`src/rtl/ir_frame_tx_pkg.sv`:
```
// Shared definitions for the NEC IR frame transmitter: FSM states, segment lengths
// in NEC units, and small helpers for payload assembly and mark detection.
package ir_frame_tx_pkg;

  typedef enum logic [2:0] {
    ST_IDLE       = 3'd0,
    ST_LEAD_MARK  = 3'd1,
    ST_LEAD_SPACE = 3'd2,
    ST_BIT_MARK   = 3'd3,
    ST_BIT_SPACE  = 3'd4,
    ST_STOP_MARK  = 3'd5,
    ST_GAP        = 3'd6
  } ir_state_e;

  localparam int unsigned LEAD_MARK_UNITS  = 32'd16;
  localparam int unsigned LEAD_SPACE_UNITS = 32'd8;
  localparam int unsigned BIT_UNITS        = 32'd1;
  localparam int unsigned ONE_SPACE_UNITS  = 32'd3;
  localparam int unsigned STOP_UNITS       = 32'd1;
  localparam logic [4:0]  LAST_BIT         = 5'd31;

  // Bit 0 goes on air first, so the address byte leads.
  function automatic logic [31:0] nec_payload(input logic [7:0] addr, input logic [7:0] cmd);
    return {~cmd, cmd, ~addr, addr};
  endfunction

  function automatic logic is_mark(input ir_state_e st);
    logic mark;
    case (st)
      ST_LEAD_MARK, ST_BIT_MARK, ST_STOP_MARK: mark = 1'b1;
      default:                                 mark = 1'b0;
    endcase
    return mark;
  endfunction

endpackage

```
`src/rtl/ir_frame_tx_carrier_gen.sv`:
```
// Carrier generator: free-running period counter with a duty compare; the output is
// registered from the next count so it lines up with the cycle a mark begins.
module ir_carrier_gen #(
  parameter int unsigned CARRIER_DIV = 2632,
  parameter int unsigned CARRIER_HI  = 877
) (
  input  logic clk,
  input  logic rst,
  input  logic restart,
  input  logic en,
  output logic carrier
);

  localparam int unsigned   CW       = (CARRIER_DIV > 1) ? $clog2(CARRIER_DIV) : 1;
  localparam logic [CW-1:0] CNT_LAST = CW'(CARRIER_DIV - 1);
  localparam logic [CW-1:0] CNT_HI   = CW'(CARRIER_HI);

  logic [CW-1:0] cnt_r;
  logic [CW-1:0] cnt_nx_s;

  // next carrier phase
  always_comb begin
    cnt_nx_s = '0;
    if (restart || (cnt_r == CNT_LAST)) begin
      cnt_nx_s = '0;
    end else begin
      cnt_nx_s = cnt_r + CW'(1);
    end
  end

  // phase counter and gated carrier output
  always_ff @(posedge clk or negedge rst) begin
    if (!rst) begin
      cnt_r   <= '0;
      carrier <= 1'b0;
    end else begin
      cnt_r   <= cnt_nx_s;
      carrier <= en && (cnt_nx_s < CNT_HI);
    end
  end

endmodule

```
`src/rtl/ir_frame_tx.sv`:
```
// NEC IR transmitter: one modulated frame per rising edge of ready, with a single-deep
// request queue while a frame (including its trailing gap) is on air.
module ir_frame_tx
  import ir_frame_tx_pkg::*;
#(
  parameter int unsigned CARRIER_DIV = 2632,
  parameter int unsigned CARRIER_HI  = 877,
  parameter int unsigned UNIT_CYC    = 56200,
  parameter logic [7:0]  ADDR        = 8'h00,
  parameter int unsigned GAP_UNITS   = 40
) (
  input  logic       clk,
  input  logic       rst,
  input  logic       ready,
  input  logic [7:0] cmd,
  output logic       out,
  output logic       busy,
  output logic       done,
  output logic       dropped
);

  localparam int unsigned   UW        = (UNIT_CYC > 1) ? $clog2(UNIT_CYC) : 1;
  localparam int unsigned   SEG_MAX   = (GAP_UNITS > LEAD_MARK_UNITS) ? GAP_UNITS : LEAD_MARK_UNITS;
  localparam int unsigned   SW        = $clog2(SEG_MAX + 1);
  localparam logic [UW-1:0] UNIT_LAST = UW'(UNIT_CYC - 1);
  localparam logic [SW-1:0] SEG_ONE   = SW'(1);

  ir_state_e     state_r;
  logic          ready_d_r;
  logic          pending_r;
  logic          busy_r;
  logic          done_r;
  logic          dropped_r;
  logic [UW-1:0] unit_cnt_r;
  logic [SW-1:0] seg_cnt_r;
  logic [4:0]    bit_idx_r;
  logic [31:0]   shift_r;

  logic req_s;
  logic tick_s;
  logic seg_end_s;
  logic start_s;
  logic enter_mark_s;
  logic mark_en_s;

  // request edge, segment timing and carrier control for the upcoming cycle
  always_comb begin
    req_s        = ready & ~ready_d_r;
    tick_s       = (state_r != ST_IDLE) && (unit_cnt_r == UNIT_LAST);
    seg_end_s    = tick_s && (seg_cnt_r == SEG_ONE);
    start_s      = 1'b0;
    enter_mark_s = 1'b0;
    mark_en_s    = 1'b0;
    case (state_r)
      ST_IDLE: start_s = req_s;
      ST_GAP:  start_s = seg_end_s && (pending_r || req_s);
      default: start_s = 1'b0;
    endcase
    case (state_r)
      ST_LEAD_SPACE, ST_BIT_SPACE: enter_mark_s = start_s || seg_end_s;
      default:                     enter_mark_s = start_s;
    endcase
    if (enter_mark_s) begin
      mark_en_s = 1'b1;
    end else if (is_mark(state_r)) begin
      mark_en_s = !seg_end_s;
    end else begin
      mark_en_s = 1'b0;
    end
  end

  // frame sequencer, counters, request queue and status pulses
  always_ff @(posedge clk or negedge rst) begin
    if (!rst) begin
      state_r    <= ST_IDLE;
      ready_d_r  <= 1'b0;
      pending_r  <= 1'b0;
      busy_r     <= 1'b0;
      done_r     <= 1'b0;
      dropped_r  <= 1'b0;
      unit_cnt_r <= '0;
      seg_cnt_r  <= '0;
      bit_idx_r  <= '0;
      shift_r    <= '0;
    end else begin
      ready_d_r <= ready;
      done_r    <= 1'b0;
      dropped_r <= 1'b0;
      if ((state_r == ST_IDLE) || tick_s) begin
        unit_cnt_r <= '0;
      end else begin
        unit_cnt_r <= unit_cnt_r + UW'(1);
      end
      if (tick_s) begin
        seg_cnt_r <= seg_cnt_r - SW'(1);
      end
      if (start_s) begin
        // a req landing on the gap's last cycle while one is queued stays queued
        state_r    <= ST_LEAD_MARK;
        seg_cnt_r  <= SW'(LEAD_MARK_UNITS);
        unit_cnt_r <= '0;
        bit_idx_r  <= '0;
        shift_r    <= nec_payload(ADDR, cmd);
        busy_r     <= 1'b1;
        pending_r  <= pending_r & req_s;
      end else begin
        if (req_s && (state_r != ST_IDLE)) begin
          if (pending_r) begin
            dropped_r <= 1'b1;
          end else begin
            pending_r <= 1'b1;
          end
        end
        if (seg_end_s) begin
          case (state_r)
            ST_LEAD_MARK: begin
              state_r   <= ST_LEAD_SPACE;
              seg_cnt_r <= SW'(LEAD_SPACE_UNITS);
            end
            ST_LEAD_SPACE: begin
              state_r   <= ST_BIT_MARK;
              seg_cnt_r <= SW'(BIT_UNITS);
            end
            ST_BIT_MARK: begin
              state_r   <= ST_BIT_SPACE;
              seg_cnt_r <= shift_r[0] ? SW'(ONE_SPACE_UNITS) : SW'(BIT_UNITS);
            end
            ST_BIT_SPACE: begin
              if (bit_idx_r == LAST_BIT) begin
                state_r   <= ST_STOP_MARK;
                seg_cnt_r <= SW'(STOP_UNITS);
              end else begin
                state_r   <= ST_BIT_MARK;
                seg_cnt_r <= SW'(BIT_UNITS);
                bit_idx_r <= bit_idx_r + 5'd1;
                shift_r   <= {1'b0, shift_r[31:1]};
              end
            end
            ST_STOP_MARK: begin
              state_r   <= ST_GAP;
              seg_cnt_r <= SW'(GAP_UNITS);
              done_r    <= 1'b1;
            end
            ST_GAP: begin
              state_r <= ST_IDLE;
              busy_r  <= 1'b0;
            end
            default: begin
              state_r <= ST_IDLE;
              busy_r  <= 1'b0;
            end
          endcase
        end
      end
    end
  end

  ir_carrier_gen #(
    .CARRIER_DIV(CARRIER_DIV),
    .CARRIER_HI (CARRIER_HI)
  ) u_carrier (
    .clk    (clk),
    .rst    (rst),
    .restart(enter_mark_s),
    .en     (mark_en_s),
    .carrier(out)
  );

  assign busy    = busy_r;
  assign done    = done_r;
  assign dropped = dropped_r;

endmodule

```
`config.mk`:
```
export PLATFORM = sky130hd
export DESIGN_NAME = ir_frame_tx
export DESIGN_NICKNAME = d
export VERILOG_FILES = /design/src/rtl/ir_frame_tx_pkg.sv /design/src/rtl/ir_frame_tx_carrier_gen.sv /design/src/rtl/ir_frame_tx.sv
export SDC_FILE = /design/constraint.sdc
export NUM_CORES = 1
export LEC_CHECK = 0
export ABC_AREA = 1
export ABC_CLOCK_PERIOD_IN_PS = 5400
export BUFFER_PORTS_ARGS = -buffer_cell sky130_fd_sc_hd__buf_2
export CORE_ASPECT_RATIO = 0.7
export CORE_MARGIN = 2
export CORE_UTILIZATION = 65
export DETAILED_ROUTE_END_ITERATION = 12
export PLACE_DENSITY = 0.83
export SLEW_MARGIN = 20
export SYNTH_ARGS = -nofsm -noshare
export SYNTH_HDL_FRONTEND = slang
export SYNTH_SLANG_ARGS = --single-unit
```
`constraint.sdc`:
```
create_clock -name clk -period 5.4 [get_ports clk]
set_input_delay 0.27 -clock clk [delete_from_list [all_inputs] [get_ports clk]]
set_output_delay 0.27 -clock clk [all_outputs]
set_load 0.01 [all_outputs]
```
-- Word-level counts from Yosys, hierarchy flattened
Cells that the tools add are included.
- add/subtract/negate cells: 4
- multiplexer cells: 37
- equality and inequality tests: 12
- reduce and logical (&&, ||, !) cells: 20
- bitwise logic cells: 4
- magnitude comparators: 1
- operator list (kind ; count):
    2-to-1 mux 32 bit ; 4
    2-to-1 mux 16 bit ; 2
    one-hot mux 6 bit (4 select lines) ; 1
    2-to-1 mux 5 bit ; 4
    2-to-1 mux 6 bit ; 3
    adder 16 x 1 -> 16 bit (second input constant) ; 1
    equality test 16 bit (second input constant) ; 1
    2-to-1 mux 1 bit ; 16
    one-hot mux 3 bit (5 select lines) ; 1
    adder 12 x 1 -> 12 bit (second input constant) ; 1
    equality test 12 bit (second input constant) ; 1
    less-than comparator 12 x 10 -> 1 bit (second input constant) ; 1
    2-to-1 mux 12 bit ; 1
    equality test 3 bit (second input constant) ; 3
    2-to-1 mux 3 bit ; 3
    inverter 8 bit ; 1
    equality test 3 x 2 -> 1 bit (second input constant) ; 2
    equality test 6 x 1 -> 1 bit (second input constant) ; 1
    nonzero test 2 bit ; 3
    subtractor 6 x 1 -> 6 bit (second input constant) ; 1
    adder 5 x 1 -> 5 bit (second input constant) ; 1
    equality test 5 bit (second input constant) ; 1
    logical AND 1 bit ; 5
    OR reduction 5 bit ; 1
    other kinds (15) ; 19
- word-level logic and storage cells: 90
- bits of input ports: 11
- register bits: 80
- output and inout port bits: 4

-- Logic depth before layout (Yosys ltp)
- depth after elaboration: 11
- gate-level depth with buffers: 13
- mapped depth without buffers: 13

-- Cells and area by module
A second synthesis with hierarchy kept.
- cell total of the unflattened synthesis: 587
- area total of the unflattened synthesis: 4403.0 µm²
- by module, submodules not included (module ; area each (µm²) ; sequential area each (µm²) ; times used ; cells an instance):
    ir_frame_tx ; 3644.7 ; 1676.6 ; 1 ; 482
    ir_carrier_gen ; 758.2 ; 325.3 ; 1 ; 105

-- Least setup slack after synthesis
No wires, ideal clock.
- path kind: register -> register
- start: reg unit_cnt_r[0]
- end: reg shift_r[24]
- library setup time: 0.123 ns
- period minus slack after synthesis: 1.796 ns
- data arrival time: 1.673 ns
- required time: 5.277 ns
- setup slack: 3.604 ns
- cell stages (with the launch flop): 13
- path buffers: 1
- cells stage by stage: dfrtp_1 ha_1 nand2_1 nor2_1 nand2_1 nor2_4 nand3_2 nand2_4 o21ai_2 inv_4 nand2_4 buf_6 o221a_1
- cells in the longest elaborated chain, start to end: 7
- elaborated cells between the ends (all ways): 10
- classes of those cells: 2 x eq/ne; 2 x mux; 6 x reduce/logical
- RTL lines (element ; line ; source):
    start: declaration ; ir_frame_tx.sv:34 ; logic [UW-1:0] unit_cnt_r;
    start signal: assignment ; ir_frame_tx.sv:92 ; unit_cnt_r <= unit_cnt_r + UW'(1);
    equality test 16 bit * ; ir_frame_tx.sv:49 ; tick_s = (state_r != ST_IDLE) && (unit_cnt_r == UNIT_LAST);
    logical AND 1 bit * ; ir_frame_tx.sv:49 ;
    logical AND 1 bit * ; ir_frame_tx.sv:50 ; seg_end_s = tick_s && (seg_cnt_r == SEG_ONE);
    logical AND 1 bit ; ir_frame_tx.sv:56 ; ST_GAP: start_s = seg_end_s && (pending_r || req_s);
    one-hot mux 1 bit (2 select lines) ; ir_frame_tx.sv:54 ; case (state_r)
    inequality test 2 bit (no source line) or nonzero test 2 bit (tied branches) ; -- ;
    AND reduction 3 bit (no source line) ; -- ;
    end signal: assignment ; ir_frame_tx.sv:103 ; shift_r <= nec_payload(ADDR, cmd);
    end signal: assignment ; ir_frame_tx.sv:136 ; shift_r <= {1'b0, shift_r[31:1]};
    end: declaration ; ir_frame_tx.sv:37 ; logic [31:0] shift_r;
Every way passes the cells marked *; elsewhere a longest branch is shown, timed or not.
A chain may end at the register's enable or synchronous reset.

-- Worst setup path after layout
- start: reg unit_cnt_r[0]
- end: reg shift_r[27]
Same word-level chain as after synthesis.

==> reports/qor.txt <==
Core area: 5727 µm²
Int Pwr: 0.0008286 W
Slew headroom: 68.17%
Post-synthesis sequential area ratio: 51.78%
Max-slew violation count: 0
CTS root buffer: clkbuf_8
Critical Path, Cell by Cell: ha_1 > nand2_1 > nor2_1 > nand2_1 > nor2_4 > nand4_2 > nand2_2 > o21ai_2 > inv_4 > nand2_4 > o221a_1
Max FO, Critical Path: 34
Layout cells sized above 1: 11.26%
Clock Latency Late Sink: 0.35 ns
Final Util: 72.93%
Total wire length: 7256 µm
WP data arrival: 2.85 ns
Rows: 23
Setup TNS: 0 ns
Slack of the critical path: 2.782 ns
Mapped Nets: 449
Sequential Power Share: 57.3%
Crit path max-delay cell type: dfrtp_1
PD cells: 250.7 nW/µm²
WL per Instance: 13.74 µm
Combinational power share: 1.9%
CTS max path bufs: 2
Switching Share: 20.86%
RSZ-0062 raised after global routing: false
DR pass1 iterations: 4
Clock sink total: 80
WP data required: 5.63 ns
H-tree lvl count: 3
Leak: 2.067 nW
Crit path top cell by count: nand2_1
P&R area growth vs syn: 8.026%
GPL Wtd Cong: 0.8638
CTS buffer count: 9
DP Wirelength: 5142 µm
Largest net degree at the start of global routing: 81
Die X-Extent: 96.18 µm
Status: finished, final reports clean
FILL cells: 422
Worst Hold Class: in2reg
Footprint of the multi-input gates: 1525 µm²
Initial antenna violation count: 0
Post-cts repair resize count: 0
Sw power: 0.0002184 W
Max Freq: 382.0 MHz
Post-synth cell types: 45
Worst slew pin tran: 0.4774 ns
Initial DRC count: 258
Hold buffer count at cts: 0
Place WS: 2.778 ns
Fin crit share: 48.48%
Crit. End Element: flip-flop
Routed vias/inst: 5.580
Initial Util: 67.51%
GRT Total Usage: 24.85%
Setup Fix Bufs, Post-CTS: 0
Register area: 2002 µm²
Mean Syn Cell Area: 8.950 µm²
Vias: 2946
Crit start category: flip-flop
Critical path class: reg2reg
Worst vdd ir: 209.4 µV
Nets@finish: 466
CTS tree: yes
Vias in the first global route: 2693
Setup-failing EPs final: 0
# diodes: 0
Die area: 6591 µm²
I/O Pins: 15
Gate count of the mapped netlist: 432
Number of remaining DRC errors: 0
Synthesized flop and latch total: 80
Crit path time final: 2.618 ns
First-pass GRT wire length: 12280 µm
Worst-case clock skew: 0.01184 ns
Worst path max stage delay: 0.37 ns
Yosys Warn Count: 0
Clk network pwr share: 40.9%
Reg clk slew, reported paths: 0.08 ns
Netlist Area Pre-Place: 3866 µm²
MaxCap Viol Count: 0
Buffers on Ports: 14
Die Y: 68.53 µm
Endpoints failing hold: 0
GRT overflow: 0
Antenna Nets Post-Route: 0
[flip-flops by register name, summed over array words and instances, names as in the netlist]
name / count
bit_idx_r: 5
u_carrier.cnt_r: 12
done: 1
pending_r: 1
seg_cnt_r: 6
shift_r: 32
busy: 1
dropped: 1
unit_cnt_r: 16
ready_d_r: 1
state_r: 3
u_carrier.carrier: 1
[worst max-delay path: cells and delay by family, from the launching register on]
| family | cells | cell delay, ns |
|---|---|---|
| flip-flops | 1 | 0.37 |
| AO/OA/AOI/OAI | 2 | 0.51 |
| buffers and inverters | 1 | 0.31 |
| AND/OR/NAND/NOR | 7 | 1.14 |
| adder cells (fa/ha/maj) | 1 | 0.17 |
[layer usage]
layer	GRT usage, %	vias up	share of wire [%]
met4	7.857	0	1.1
met2	36.72	48	44
met5	0	-	0
met1	36.35	1434	51
met3	6.304	8	3.8
li1	-	1456	-
[logic make-up (layout without fill, tap and decap cells)]
family / Yosys count / after routing / synth area share [%]
and+or+nand+nor: 188 / 188 / 23.14
DFF: 80 / 80 / 51.78
muxes: 1 / 1 / 0.2589
adders and majority gates: 6 / 6 / 1.942
xor gates and xnor gates: 9 / 9 / 2.039
buffers and inverters: 78 / 99 / 8.770
AOI/OAI and AO/OA: 70 / 70 / 12.07
[power groups by stage]
stage | Sequential [W] | Clock, W | Combinational (W)
2_1_floorplan | 0.000612 | 0 | 0.000000681
3_3_place_gp | 0.000611 | 0 | 0.0000174
3_5_place_dp | 0.000611 | 0 | 0.0000172
4_1_cts | 0.000599 | 0.000434 | 0.0000172
5_1_grt | 0.000599 | 0.000462 | 0.0000230
6_report | 0.000600 | 0.000428 | 0.0000195
[metrics by stage]
stage	power [W]	instances	instance area, µm²	hold slack [ns]
after global placement	0.0006287	511	3951	0.3947
after floorplan	0.0006124	432	3866	-0.02559
after global routing	0.001085	528	4177	0.03217
final	0.001047	528	4177	0.05008
after detailed placement	0.0006286	511	3951	0.4042
after CTS	0.001051	526	4139	0.04202
[layout make-up]
class	count	area share, %
Sequential cell	80	47.93
Multi-Input combinational cell	274	36.52
Inverter	68	6.171
Clock buffer	12	3.475
Timing Repair Buffer	16	2.636
Tap cell	75	2.247
Clock inverter	3	1.019
[path summary, 6_finish.rpt]
path                       slack (ns)          start            end  cells past startpoint
max                              2.78  unit_cnt_r[0]    shift_r[27]                     11
min                              0.05          ready      ready_d_r                      1
max reg2reg                      2.78  unit_cnt_r[0]    shift_r[27]                     11
min reg2reg                      0.46  unit_cnt_r[0]  unit_cnt_r[0]                      1
max in group asynchronous        4.49            rst    shift_r[12]                      3
min in group asynchronous        0.35            rst  unit_cnt_r[5]                      2
[layout by cell type, fill, tap and decap left out, drive strengths merged, types with 9 or more instances in the layout]
master,n
o22ai,9
nand4,10
inv,68
clkbuf,12
buf,15
a21oi,14
o21ai,21
nand2,73
nor3,18
nand3,16
dfrtp,80
nor2,57
[Yosys cell counts (all sizes together)]
cell,instances,area (µm²)
mux2i,1,10.01
nor3b,6,50.05
nor3,18,100.1
and2,1,6.260
clkbuf,1,3.750
o22a,7,61.31
o221a,6,67.56
o21ai,21,108.9
or2,2,12.52
o211ai,2,15.01
inv,68,257.8
and3,1,6.260
nand2,73,309.0
nor4,4,25.02
o31ai,1,7.510
nand3,16,90.09
buf,9,77.57
nand4,10,68.81
ha,6,75.07
xnor2,3,26.28
xor2,6,52.55
o22ai,9,56.30
a21oi,14,70.07
a211oi,2,15.01
a31oi,1,6.260
dfrtp,80,2002
o221ai,5,43.79
nor2,57,226.5
o21bai,2,15.01
Note: power is estimated with default switching activity, not from simulation.
